[src/rtl/carbon_fabric_bootseq.sv]
// Scripted fabric bring-up master: runs WRITE/POLL/WAIT/END entries from an async script ROM.
// Optional CARBON_BOOTSEQ_POWEROFF_EN issues a final poweroff MMIO write before DONE.
package carbon_fabric_pkg;
    localparam logic [1:0]  CARBON_FABRIC_XACT_READ      = 2'd0;
    localparam logic [1:0]  CARBON_FABRIC_XACT_WRITE     = 2'd1;
    localparam logic [3:0]  CARBON_FABRIC_ATTR_ORDERED   = 4'b0001;
    localparam logic [3:0]  CARBON_FABRIC_ATTR_CACHEABLE = 4'b0010;
    localparam logic [31:0] CARBON_MMIO_POWEROFF_OFF     = 32'h0000_0010;

    typedef enum logic [1:0] {
        OP_END   = 2'd0,
        OP_WRITE = 2'd1,
        OP_POLL  = 2'd2,
        OP_WAIT  = 2'd3
    } op_kind_e;

    localparam logic [1:0] ERR_RSP_CODE = 2'd1;
    localparam logic [1:0] ERR_TIMEOUT  = 2'd2;
    localparam logic [1:0] ERR_POLL     = 2'd3;
endpackage

module carbon_fabric_bootseq
    import carbon_fabric_pkg::*;
#(
    parameter int          NUM_OPS     = 16,
    parameter int          START_DELAY = 8,
    parameter int          RSP_TIMEOUT = 256,
    parameter int          POLL_LIMIT  = 64,
    parameter logic [31:0] MMIO_BASE   = 32'h0,
    localparam int         IDX_W       = $clog2(NUM_OPS + 1)
) (
    input  logic             clk,
    input  logic             rst_n,
    fabric_if.master         fab,
    output logic [IDX_W-1:0] op_idx,
    input  logic [1:0]       op_kind,
    input  logic [31:0]      op_addr,
    input  logic [31:0]      op_data,
    input  logic [31:0]      op_mask,
    output logic             done,
    output logic             error,
    output logic [1:0]       err_code,
    output logic [IDX_W-1:0] err_idx
);
    localparam int FAB_ADDR_W = $bits(fab.req_addr);
    localparam int FAB_DATA_W = $bits(fab.req_wdata);
    localparam int FAB_STRB_W = $bits(fab.req_wstrb);
    localparam int DLY_W  = (START_DELAY > 0) ? $clog2(START_DELAY + 1) : 1;
    localparam int POLL_W = $clog2(POLL_LIMIT + 1);
    localparam int TO_W   = (RSP_TIMEOUT > 0) ? $clog2(RSP_TIMEOUT + 1) : 1;

    typedef enum logic [2:0] {
        ST_DELAY, ST_FETCH, ST_REQ, ST_RSP, ST_WAIT, ST_FINISH, ST_DONE, ST_ERR
    } state_e;

    state_e              state;
    logic [DLY_W-1:0]    dly_cnt;
    op_kind_e            kind_q;
    logic [31:0]         data_q;
    logic [31:0]         mask_q;
    logic [POLL_W-1:0]   poll_cnt;
    logic [TO_W-1:0]     tmo_cnt;
    logic [31:0]         wait_cnt;
    op_kind_e            fetch_kind;
    logic                poll_match;
    logic [IDX_W-1:0]    fail_idx;
    logic [FAB_DATA_W-1:0] poll_mask;

`ifdef CARBON_BOOTSEQ_POWEROFF_EN
    localparam logic [31:0] PWR_ADDR = MMIO_BASE + CARBON_MMIO_POWEROFF_OFF;
    logic pwr_q;
`endif

    assign fab.rsp_ready = 1'b1;
    assign fab.req_id    = '0;
    assign fab.req_attr  = CARBON_FABRIC_ATTR_ORDERED | CARBON_FABRIC_ATTR_CACHEABLE;
    assign fab.req_size  = 3'd0;

    always_comb begin
        fetch_kind = (op_idx == IDX_W'(NUM_OPS)) ? OP_END : op_kind_e'(op_kind);
        poll_mask  = FAB_DATA_W'(mask_q);
        poll_match = (fab.rsp_rdata & poll_mask) == (FAB_DATA_W'(data_q) & poll_mask);
`ifdef CARBON_BOOTSEQ_POWEROFF_EN
        fail_idx   = pwr_q ? IDX_W'(NUM_OPS) : op_idx;
`else
        fail_idx   = op_idx;
`endif
    end

    // NOTE: every register here, script captures included, is cleared by the async reset so a
    // mid-transaction reset drops the request at once instead of leaving stale state behind.
    always_ff @(posedge clk or negedge rst_n) begin
        if (!rst_n) begin
            state         <= ST_DELAY;
            dly_cnt       <= DLY_W'(START_DELAY);
            op_idx        <= '0;
            kind_q        <= OP_END;
            data_q        <= '0;
            mask_q        <= '0;
            poll_cnt      <= '0;
            tmo_cnt       <= '0;
            wait_cnt      <= '0;
            done          <= 1'b0;
            error         <= 1'b0;
            err_code      <= '0;
            err_idx       <= '0;
            fab.req_valid <= 1'b0;
            fab.req_op    <= CARBON_FABRIC_XACT_READ;
            fab.req_addr  <= '0;
            fab.req_wdata <= '0;
            fab.req_wstrb <= '0;
`ifdef CARBON_BOOTSEQ_POWEROFF_EN
            pwr_q         <= 1'b0;
`endif
        end else begin
            // NOTE: non-blocking assignments throughout, so every branch reads pre-edge values.
            case (state)
                ST_DELAY: begin
                    if (dly_cnt == '0) state <= ST_FETCH;
                    else               dly_cnt <= dly_cnt - 1'b1;
                end

                ST_FETCH: begin
                    kind_q <= fetch_kind;
                    data_q <= op_data;
                    mask_q <= op_mask;
                    case (fetch_kind)
                        OP_END: state <= ST_FINISH;
                        OP_WRITE: begin
                            fab.req_valid <= 1'b1;
                            fab.req_op    <= CARBON_FABRIC_XACT_WRITE;
                            fab.req_addr  <= op_addr[FAB_ADDR_W-1:0];
                            fab.req_wdata <= FAB_DATA_W'(op_data);
                            fab.req_wstrb <= op_mask[FAB_STRB_W-1:0];
                            state         <= ST_REQ;
                        end
                        OP_POLL: begin
                            fab.req_valid <= 1'b1;
                            fab.req_op    <= CARBON_FABRIC_XACT_READ;
                            fab.req_addr  <= op_addr[FAB_ADDR_W-1:0];
                            fab.req_wdata <= '0;
                            fab.req_wstrb <= '0;
                            poll_cnt      <= '0;
                            state         <= ST_REQ;
                        end
                        OP_WAIT: begin
                            wait_cnt <= op_data;
                            state    <= ST_WAIT;
                        end
                    endcase
                end

                ST_REQ: begin
                    if (fab.req_ready) begin
                        fab.req_valid <= 1'b0;
                        tmo_cnt       <= '0;
                        state         <= ST_RSP;
                    end
                end

                // A response always takes priority over the timeout in the same cycle.
                ST_RSP: begin
                    if (fab.rsp_valid) begin
                        if (fab.rsp_code != 2'd0) begin
                            state    <= ST_ERR;
                            error    <= 1'b1;
                            err_code <= ERR_RSP_CODE;
                            err_idx  <= fail_idx;
                        end else if (kind_q == OP_WRITE || poll_match) begin
`ifdef CARBON_BOOTSEQ_POWEROFF_EN
                            if (pwr_q) begin
                                state <= ST_DONE;
                                done  <= 1'b1;
                            end else begin
                                op_idx <= op_idx + 1'b1;
                                state  <= ST_FETCH;
                            end
`else
                            op_idx <= op_idx + 1'b1;
                            state  <= ST_FETCH;
`endif
                        end else if (poll_cnt == POLL_W'(POLL_LIMIT - 1)) begin
                            state    <= ST_ERR;
                            error    <= 1'b1;
                            err_code <= ERR_POLL;
                            err_idx  <= fail_idx;
                        end else begin
                            poll_cnt      <= poll_cnt + 1'b1;
                            fab.req_valid <= 1'b1;
                            state         <= ST_REQ;
                        end
                    end else if (RSP_TIMEOUT != 0) begin
                        if (tmo_cnt == TO_W'(RSP_TIMEOUT - 1)) begin
                            state    <= ST_ERR;
                            error    <= 1'b1;
                            err_code <= ERR_TIMEOUT;
                            err_idx  <= fail_idx;
                        end else begin
                            tmo_cnt <= tmo_cnt + 1'b1;
                        end
                    end
                end

                ST_WAIT: begin
                    if (wait_cnt == '0) begin
                        op_idx <= op_idx + 1'b1;
                        state  <= ST_FETCH;
                    end else begin
                        wait_cnt <= wait_cnt - 1'b1;
                    end
                end

                ST_FINISH: begin
`ifdef CARBON_BOOTSEQ_POWEROFF_EN
                    kind_q        <= OP_WRITE;
                    pwr_q         <= 1'b1;
                    fab.req_valid <= 1'b1;
                    fab.req_op    <= CARBON_FABRIC_XACT_WRITE;
                    fab.req_addr  <= PWR_ADDR[FAB_ADDR_W-1:0];
                    fab.req_wdata <= FAB_DATA_W'(32'h1);
                    fab.req_wstrb <= FAB_STRB_W'(1);
                    state         <= ST_REQ;
`else
                    done  <= 1'b1;
                    state <= ST_DONE;
`endif
                end

                ST_DONE: state <= ST_DONE;
                ST_ERR:  state <= ST_ERR;
            endcase
        end
    end
endmodule
[src/rtl/carbon_fabric_bootseq_if.sv]
// Fabric initiator/target interface used by early-boot masters such as carbon_fabric_bootseq.
// Address, data and id widths are parameters; the strobe width follows the data width.
interface fabric_if #(
    parameter int ADDR_W = 32,
    parameter int DATA_W = 32,
    parameter int ID_W   = 4
);
    localparam int STRB_W = DATA_W / 8;

    logic              req_valid;
    logic              req_ready;
    logic [1:0]        req_op;
    logic [ADDR_W-1:0] req_addr;
    logic [DATA_W-1:0] req_wdata;
    logic [STRB_W-1:0] req_wstrb;
    logic [ID_W-1:0]   req_id;
    logic [3:0]        req_attr;
    logic [2:0]        req_size;

    logic              rsp_valid;
    logic              rsp_ready;
    logic [ID_W-1:0]   rsp_id;
    logic [DATA_W-1:0] rsp_rdata;
    logic [1:0]        rsp_code;

    modport master (
        output req_valid, req_op, req_addr, req_wdata, req_wstrb, req_id, req_attr, req_size,
        output rsp_ready,
        input  req_ready, rsp_valid, rsp_id, rsp_rdata, rsp_code
    );

    modport slave (
        input  req_valid, req_op, req_addr, req_wdata, req_wstrb, req_id, req_attr, req_size,
        input  rsp_ready,
        output req_ready, rsp_valid, rsp_id, rsp_rdata, rsp_code
    );
endinterface

[src/flat_wrapper.sv]
// flat-port wrapper written by rule: the top's interface ports become plain ports
module carbon_fabric_bootseq_flat import carbon_fabric_pkg::*;
#(
    parameter int          NUM_OPS     = 16,
    parameter int          START_DELAY = 8,
    parameter int          RSP_TIMEOUT = 256,
    parameter int          POLL_LIMIT  = 64,
    parameter logic [31:0] MMIO_BASE   = 32'h0,
    localparam int         IDX_W       = $clog2(NUM_OPS + 1)
)
  (clk, rst_n, op_idx, op_kind, op_addr, op_data, op_mask, done, error, err_code, err_idx, fab_req_valid, fab_req_op, fab_req_addr, fab_req_wdata, fab_req_wstrb, fab_req_id, fab_req_attr, fab_req_size, fab_rsp_ready, fab_req_ready, fab_rsp_valid, fab_rsp_id, fab_rsp_rdata, fab_rsp_code);
  fabric_if fab_i ();
  input  logic clk;
  input  logic rst_n;
  output logic [IDX_W-1:0] op_idx;
  input  logic [1:0] op_kind;
  input  logic [31:0] op_addr;
  input  logic [31:0] op_data;
  input  logic [31:0] op_mask;
  output logic done;
  output logic error;
  output logic [1:0] err_code;
  output logic [IDX_W-1:0] err_idx;
  output wire logic [$bits(fab_i.req_valid)-1:0] fab_req_valid;
  output wire logic [$bits(fab_i.req_op)-1:0] fab_req_op;
  output wire logic [$bits(fab_i.req_addr)-1:0] fab_req_addr;
  output wire logic [$bits(fab_i.req_wdata)-1:0] fab_req_wdata;
  output wire logic [$bits(fab_i.req_wstrb)-1:0] fab_req_wstrb;
  output wire logic [$bits(fab_i.req_id)-1:0] fab_req_id;
  output wire logic [$bits(fab_i.req_attr)-1:0] fab_req_attr;
  output wire logic [$bits(fab_i.req_size)-1:0] fab_req_size;
  output wire logic [$bits(fab_i.rsp_ready)-1:0] fab_rsp_ready;
  input wire logic [$bits(fab_i.req_ready)-1:0] fab_req_ready;
  input wire logic [$bits(fab_i.rsp_valid)-1:0] fab_rsp_valid;
  input wire logic [$bits(fab_i.rsp_id)-1:0] fab_rsp_id;
  input wire logic [$bits(fab_i.rsp_rdata)-1:0] fab_rsp_rdata;
  input wire logic [$bits(fab_i.rsp_code)-1:0] fab_rsp_code;
  assign fab_req_valid = fab_i.req_valid;
  assign fab_req_op = fab_i.req_op;
  assign fab_req_addr = fab_i.req_addr;
  assign fab_req_wdata = fab_i.req_wdata;
  assign fab_req_wstrb = fab_i.req_wstrb;
  assign fab_req_id = fab_i.req_id;
  assign fab_req_attr = fab_i.req_attr;
  assign fab_req_size = fab_i.req_size;
  assign fab_rsp_ready = fab_i.rsp_ready;
  assign fab_i.req_ready = fab_req_ready;
  assign fab_i.rsp_valid = fab_rsp_valid;
  assign fab_i.rsp_id = fab_rsp_id;
  assign fab_i.rsp_rdata = fab_rsp_rdata;
  assign fab_i.rsp_code = fab_rsp_code;
  carbon_fabric_bootseq #(.NUM_OPS(NUM_OPS), .START_DELAY(START_DELAY), .RSP_TIMEOUT(RSP_TIMEOUT), .POLL_LIMIT(POLL_LIMIT), .MMIO_BASE(MMIO_BASE)) u_core (.clk(clk), .rst_n(rst_n), .fab(fab_i), .op_idx(op_idx), .op_kind(op_kind), .op_addr(op_addr), .op_data(op_data), .op_mask(op_mask), .done(done), .error(error), .err_code(err_code), .err_idx(err_idx));
endmodule
[config.mk]
export PLATFORM = sky130hd
export DESIGN_NAME = carbon_fabric_bootseq_flat
export DESIGN_NICKNAME = d
export VERILOG_FILES = /design/src/rtl/carbon_fabric_bootseq.sv /design/src/rtl/carbon_fabric_bootseq_if.sv /design/src/flat_wrapper.sv
export SDC_FILE = /design/constraint.sdc
export NUM_CORES = 1
export LEC_CHECK = 0
export CORE_ASPECT_RATIO = 0.5
export CORE_MARGIN = 3
export CORE_UTILIZATION = 40
export CTS_CLUSTER_DIAMETER = 150
export DETAILED_ROUTE_END_ITERATION = 6
export HOLD_SLACK_MARGIN = 0.08
export PLACE_DENSITY = 0.67
export SLEW_MARGIN = 15
export SYNTH_ARGS = -nofsm -noshare
export SYNTH_HDL_FRONTEND = slang
export SYNTH_SLANG_ARGS = --single-unit
export TNS_END_PERCENT = 1
[constraint.sdc]
create_clock -name clk -period 2.8 [get_ports clk]
set_input_delay 0.28 -clock clk [delete_from_list [all_inputs] [get_ports clk]]
set_output_delay 0.28 -clock clk [all_outputs]
set_load 0.1 [all_outputs]
==> metrics, run 1 <==
FFs w/ async S/R, synth=1.00; count of non-filler cells in the finished layout=~1600; DR vias/cell=5.21; first-pass GRT wire length=roughly 44 mm; dpl hpwl=about 20 mm; # clock sinks=about 210; Ports=approximately 240; post-route clock period utilization=0.968; PD cells=about 530 mW/mm2; Setup crit end kind=flip-flop; Post-DRT Antenna Nets=0; worst reg2reg path startpoint=u_core.wait_cnt[0]; Min-Delay Endpoint=u_core.mask_q[30]; multi-input gate area in the final layout=~0.0043 mm2; wire per inst=approximately 18 um; post-synthesis sequential area ratio=0.528; Die Ht=approximately 120 um; fin crit period=around 2.7 ns; layout cells sized above 1=0.169; Unique masters post-synth=just over 60; Crit Path Max Fanout=17; vias in the first global route=around 8000; antenna violations before repair=0; Post-DP Area=roughly 0.012 mm2; R2R Setup Slk=0.09 ns; combinational share of power=0.128; CTS root buf=clkbuf_16; worst setup margin=0.0909 ns; Core Area=between 0.02 and 0.025 mm2; Reg power frac=0.461; Initial Util=0.417; register area=between 0.005 and 0.006 mm2; clock power share=0.412; hold depth=3; switching pwr=roughly 1.8 mW; Peak supply drop=roughly 380 uV; Slew Limit Headroom=0.406; dominant synthesized flop cell=dfrtp_1; number of synthesized flops with an enable pin=0; min-delay src=op_mask[30]; Syn Area/Cell=roughly 9.4 um2; Layout area overhead=31.8%; Tot Pwr=6.81 mW; CTS tree=done; Routed WL=about 28 mm; num rows=39; most frequent cells in the layout=nand2_1 (286), dfrtp_1 (202), clkdlybuf4s50_1 (134); R2R depth=10; Lkg Pwr=5.81 nW; critical path launch point type=flip-flop; worst endpoint required time=3.18 ns; CTS Buf Count=20; Clock Tree Buf Depth=3; DR iter-0 viols=between 700 and 800; Clk Latency, worst-skew pair=approximately 0.5 ns; first drt pass iteration count=5; fill count=2089; die area=~0.026 mm2; design area=between 0.01 and 0.015 mm2; Port Buffers=219; post-synthesis cell count=roughly 1000; final slew viol count=0; Least-Margin Pin Slew=0.889 ns; R2R Path End=u_core.wait_cnt[29]; GPL Wtd Cong=slightly above 0.8; final setup skew=roughly 0.011 ns; residual DRC count=0; slowest CP cell=or4b_4; number of setup violations in the final report=0; commonest non-fill, non-tap cell in the layout=nand2_1; gr usage total=0.209; Die W=roughly 230 um; htree depth=1; cell family with most CP delay=compound AO/OA/AOI/OAI gates; cells along the critical path=inv_2 > ha_2 > or4b_4 > nor3_4 > nand3_2 > o41a_1 > a21oi_4 > buf_12 > a21oi_2 > o2bb2a_4; max cap viols=0; final hold vios=0; crit path DAT=about 3.1 ns; # nets final=1401; grt ovf=0; Crit Path Class=reg2reg; largest net degree at the start of global routing=67; pre-CTS setup slack=about 0.0095 ns; Pint=around 5.1 mW; area of the mapped netlist=between 0.009 and 0.01 mm2; hold slack=between 0.3 and 0.4 ns; placed cells=1530; Synth Warn #=0; status=finished clean; Yosys reg bits=between 200 and 250; via count=8176; Worst Hold Class=in2reg; Sw Share=0.258; CTS clk-pin slew, worst paths=about 0.060 ns; FMAX=0.369 GHz; Worst path max stage delay=around 0.49 ns; buffer and inverter count on the worst path=2
[registers in the layout, summed over array words and instances (netlist names)]
name / count
u_core.mask_q: 32
u_core.wait_cnt: 32
u_core.fab.req_wstrb: 4
u_core.fab.req_addr: 32
u_core.poll_cnt: 7
u_core.err_code: 2
u_core.kind_q: 2
u_core.fab.req_wdata: 32
u_core.error: 1
u_core.done: 1
u_core.dly_cnt: 4
u_core.err_idx: 5
u_core.op_idx: 5
u_core.state: 3
u_core.fab.req_op: 1
u_core.data_q: 32
u_core.fab.req_valid: 1
u_core.tmo_cnt: 9
[cell usage after synthesis, drive strengths merged (2+ instances only)]
cell,count,area share
o21ai,89,0.046
a21boi,3,0.0023
nand2,288,0.11
nand4,6,0.0039
xor2,39,0.035
a31oi,2,0.0013
mux2i,3,0.0031
o2bb2ai,3,0.0027
nor2b,2,0.0013
nand3,21,0.012
and3,3,0.0019
o22ai,6,0.0051
dfrtp,204,0.52
nor2,47,0.018
clkbuf,32,0.012
nor4,10,0.0077
nor3,25,0.016
mux2,38,0.044
a21oi,52,0.029
or2,2,0.0013
xnor2,4,0.0036
nand2b,44,0.028
conb,2,0.00077
ha,10,0.013
and2,2,0.0013
inv,15,0.0058
buf,30,0.019
a22oi,22,0.017
or3,7,0.0055
nor3b,2,0.0015
o32ai,5,0.0045
a21o,2,0.0015
[cells by family (layout without fill, tap and decap cells)]
family,Yosys count,in the layout,share of synthesized area
adder cells (fa/ha/maj),10,10,0.0129
other,2,15,0.000772
buffers and inverters,77,291,0.0376
flip-flops,205,205,0.528
XOR/XNOR,43,43,0.0387
AND/OR/NAND/NOR,464,464,0.216
multiplexers,41,41,0.0471
AO/OA/AOI/OAI,194,194,0.119
[final cells by class]
cell class | count | share of cell area
antenna | 2 | 0.000390
clock buffer | 27 | 0.0466
clock inverter | 5 | 0.00634
inverter | 15 | 0.00439
multi-input combinational | 765 | 0.337
sequential | 205 | 0.400
tap | 307 | 0.0300
timing repair buffer | 244 | 0.175
[worst max-delay path by stage]
stage / start / end / slack (ns) / cells past startpoint
3_5_place_dp: fab_rsp_rdata[2] / u_core.err_idx[2] / 0.01 / 9
2_1_floorplan: u_core.op_idx[3] / u_core.fab.req_wdata[10] / 0.15 / 9
3_3_place_gp: fab_rsp_rdata[2] / u_core.err_idx[2] / 0.03 / 9
5_1_grt: u_core.wait_cnt[0] / u_core.wait_cnt[29] / -0.01 / 10
4_1_cts: u_core.wait_cnt[0] / u_core.wait_cnt[29] / 0.06 / 10
6_report: u_core.wait_cnt[0] / u_core.wait_cnt[29] / 0.09 / 10
[per-layer routing]
layer	part of all wire	global-route usage	vias up	wire, um
met1	0.44	0.282	4017	12300
met3	0.049	0.0334	31	1380
li1	-	-	3895	-
met2	0.50	0.361	233	14100
met4	0.015	0.0475	0	426
met5	0	0	-	0
[per-stage QoR]
| step | util | TNS [ns] |
|---|---|---|
| 3_5_place_dp | 0.516 | 0 |
| 5_1_grt | 0.549 | -0.0202 |
| 3_3_place_gp | 0.516 | 0 |
| 2_1_floorplan | - | 0 |
| 4_1_cts | 0.546 | 0 |
| 6_report | 0.550 | 0 |
[power by group through the flow]
stage | logic (mW) | registers [mW] | clock network (mW)
floorplan | 0.400 | 3.24 | 0
global placement | 0.840 | 3.18 | 0
detailed placement | 0.865 | 3.19 | 0
CTS | 0.870 | 3.13 | 2.88
global route | 0.943 | 3.15 | 3.02
finish | 0.870 | 3.14 | 2.81
[worst register-to-register path, stage by stage, from the launching register on]
cell and delay, ns:
dfrtp_1 0.40, inv_2 0.07, ha_2 0.18, or4b_4 0.49, nor3_4 0.22, nand3_2 0.12, o41a_1 0.47, a21oi_4 0.19
buf_12 0.18, a21oi_2 0.05, o2bb2a_4 0.23
[repair_timing]
action	CTS	global route
endpoints found under the hold margin	63	0
endpoints found under the setup margin	0	16
setup buffers	0	4
gates resized for setup	0	9
hold buffers	1	0
Power figures use the tool's default switching activity.
==> run 2, diff against run 1 <==
--- a/config.mk
+++ b/config.mk
@@ -5,13 +5,14 @@
 export SDC_FILE = /design/constraint.sdc
 export NUM_CORES = 1
 export LEC_CHECK = 0
+export CAP_MARGIN = 20
 export CORE_ASPECT_RATIO = 0.5
 export CORE_MARGIN = 3
-export CORE_UTILIZATION = 40
+export CORE_UTILIZATION = 50
 export CTS_CLUSTER_DIAMETER = 150
 export DETAILED_ROUTE_END_ITERATION = 6
 export HOLD_SLACK_MARGIN = 0.08
-export PLACE_DENSITY = 0.67
+export PLACE_DENSITY = 0.81
 export SLEW_MARGIN = 15
 export SYNTH_ARGS = -nofsm -noshare
 export SYNTH_HDL_FRONTEND = slang
==> run 2 against run 1 <==
The run now ends with negative setup slack left. Worst hold slack improved by 0.0038 ns. Combinational power decreased by 0.9%. First-iteration DRC count increased by 15%. Largest cell class unchanged. Largest power group unchanged.
==> metrics, run 2 (synthesis results as in run 1) <==
status=complete, but fails checks; failing checks=negative setup slack; GPL Wtd Cong=0.881; number of setup violations in the final report=4; final setup skew=around 0.015 ns; first-pass GRT wire length=~43 mm; Die W=between 200 and 250 um; Die Ht=105 um; CTS clk-pin slew, worst paths=roughly 0.07 ns; Layout area overhead=32.6%; DR vias/cell=roughly 5.6; count of non-filler cells in the finished layout=approximately 1500; final hold vios=0; wire per inst=roughly 19 um; DR iter-0 viols=around 860; PD cells=between 500 and 600 mW/mm2; Post-DP Area=about 0.012 mm2; Crit Path Class=reg2reg; commonest non-fill, non-tap cell in the layout=nand2_1; R2R Setup Slk=-0.02 ns; worst endpoint required time=~3.2 ns; CTS Buf Count=20; fin crit period=2.82 ns; post-route clock period utilization=1.01; vias in the first global route=between 8000 and 9000; Initial Util=0.519; Least-Margin Pin Slew=around 0.9 ns; first drt pass iteration count=5; Clk Latency, worst-skew pair=approximately 0.5 ns; grt ovf=0; Clock Tree Buf Depth=3; Post-DRT Antenna Nets=0; Lkg Pwr=5.87 nW; htree depth=1; largest net degree at the start of global routing=73; gr usage total=0.250; placed cells=roughly 1500; final slew viol count=0; # clock sinks=around 200; antenna violations before repair=1; FMAX=between 0.3 and 0.4 GHz; CP Launch Point=u_core.wait_cnt[0]; residual DRC count=0; worst reg2reg path startpoint=u_core.wait_cnt[0]; Port Buffers=about 220; die area=0.0213 mm2; hold slack=0.322 ns; Ports=~240; hold depth=3; Min-Delay Endpoint=u_core.mask_q[17]; R2R depth=11; crit path DAT=~3.2 ns; worst setup margin=-0.0167 ns; Worst Hold Class=in2reg; Slew Limit Headroom=0.408; most frequent cells in the layout=nand2_1 (286), dfrtp_1 (202), clkdlybuf4s50_1 (134); Peak supply drop=between 400 and 500 uV; Setup crit end kind=flip-flop; CTS tree=done; Diodes inserted=0; CTS root buf=clkbuf_16; max cap viols=0; # nets final=roughly 1400; Core Area=between 0.015 and 0.02 mm2; dpl hpwl=19.5 mm; R2R Path End=u_core.wait_cnt[26]; critical path launch point type=flip-flop; via count=8523; RSZ-0062 raised after global routing=true; min-delay src=op_mask[17]; design area=approximately 0.013 mm2; Routed WL=approximately 28 mm; Crit Path Max Fanout=7; num rows=35; layout cells sized above 1=0.181
-- run 2: cell count changes in the layout (fill, tap and decap cells not counted), moves of 2 or more --
| cell | before | now |
|---|---|---|
| clkbuf_1 | 1 | 7 |
| diode_2 | 2 | 0 |
| o21ai_2 | 1 | 4 |
| a21oi_1 | 46 | 39 |
| buf_6 | 0 | 2 |
| a21oi_2 | 5 | 11 |
| clkbuf_16 | 22 | 24 |
| buf_4 | 103 | 107 |
| o21ai_1 | 22 | 20 |
-- run 2: worst max path at each step --
stage	endpoint	slack, ns	cells past startpoint
after CTS	u_core.wait_cnt[23]	0.03	10
after detailed placement	u_core.err_idx[2]	0.03	9
after global placement	u_core.err_idx[0]	0.07	9
after global routing	u_core.wait_cnt[4]	-0.08	10
after floorplan	u_core.fab.req_wdata[10]	0.15	9
final	u_core.wait_cnt[26]	-0.02	11
-- run 2: metal layers --
metal / wire [um] / GRT usage / share of wire
met3: 2050 / 0.0333 / 0.072
met1: 11200 / 0.338 / 0.40
met4: 865 / 0.0643 / 0.030
met2: 14200 / 0.429 / 0.50
met5: 16 / 0 / 0.00056
-- run 2: area by class of cell --
cell class | instances | area [um2]
inverter | 15 | 56.3
tap | 259 | 324
fill | 1425 | 5840
sequential | 205 | 5130
clock buffer | 32 | 607
multi-input combinational | 765 | 4380
clock inverter | 2 | 37.5
timing repair buffer | 253 | 2370
-- run 2: per-stage QoR --
step | power, mW | util | worst slack (ns) | setup TNS, ns
5_1_grt | 6.96 | 0.688 | -0.0804 | -1.35
2_1_floorplan | 3.64 | - | 0.147 | 0
4_1_cts | 6.75 | 0.674 | 0.0293 | 0
3_3_place_gp | 4.01 | 0.639 | 0.0691 | 0
6_report | 6.72 | 0.688 | -0.0167 | -0.0377
3_5_place_dp | 4.04 | 0.639 | 0.0340 | 0
-- run 2: critical path, stage by stage, from the launching register on --
cell     delay, ns
dfrtp_1       0.40
inv_2         0.08
ha_4          0.13
or4b_4        0.50
nor3_4        0.25
nand3_2       0.15
o41a_1        0.50
a21oi_4       0.27
buf_12        0.17
buf_4         0.13
o21ai_1       0.06
o21ai_1       0.08
-- run 2: timing repair --
item	4_1_cts	5_1_grt
endpoints found under the setup margin	0	20
setup buffers	0	10
gates resized for setup	0	27
endpoints found under the hold margin	68	0
hold buffers	1	0
-- run 2: power breakdown --
group / internal [mW] / leakage (nW) / switching, mW
combinational: 0.340 / 3.13 / 0.522
sequential: 3.04 / 2.43 / 0.104
clock: 1.57 / 0.310 / 1.14
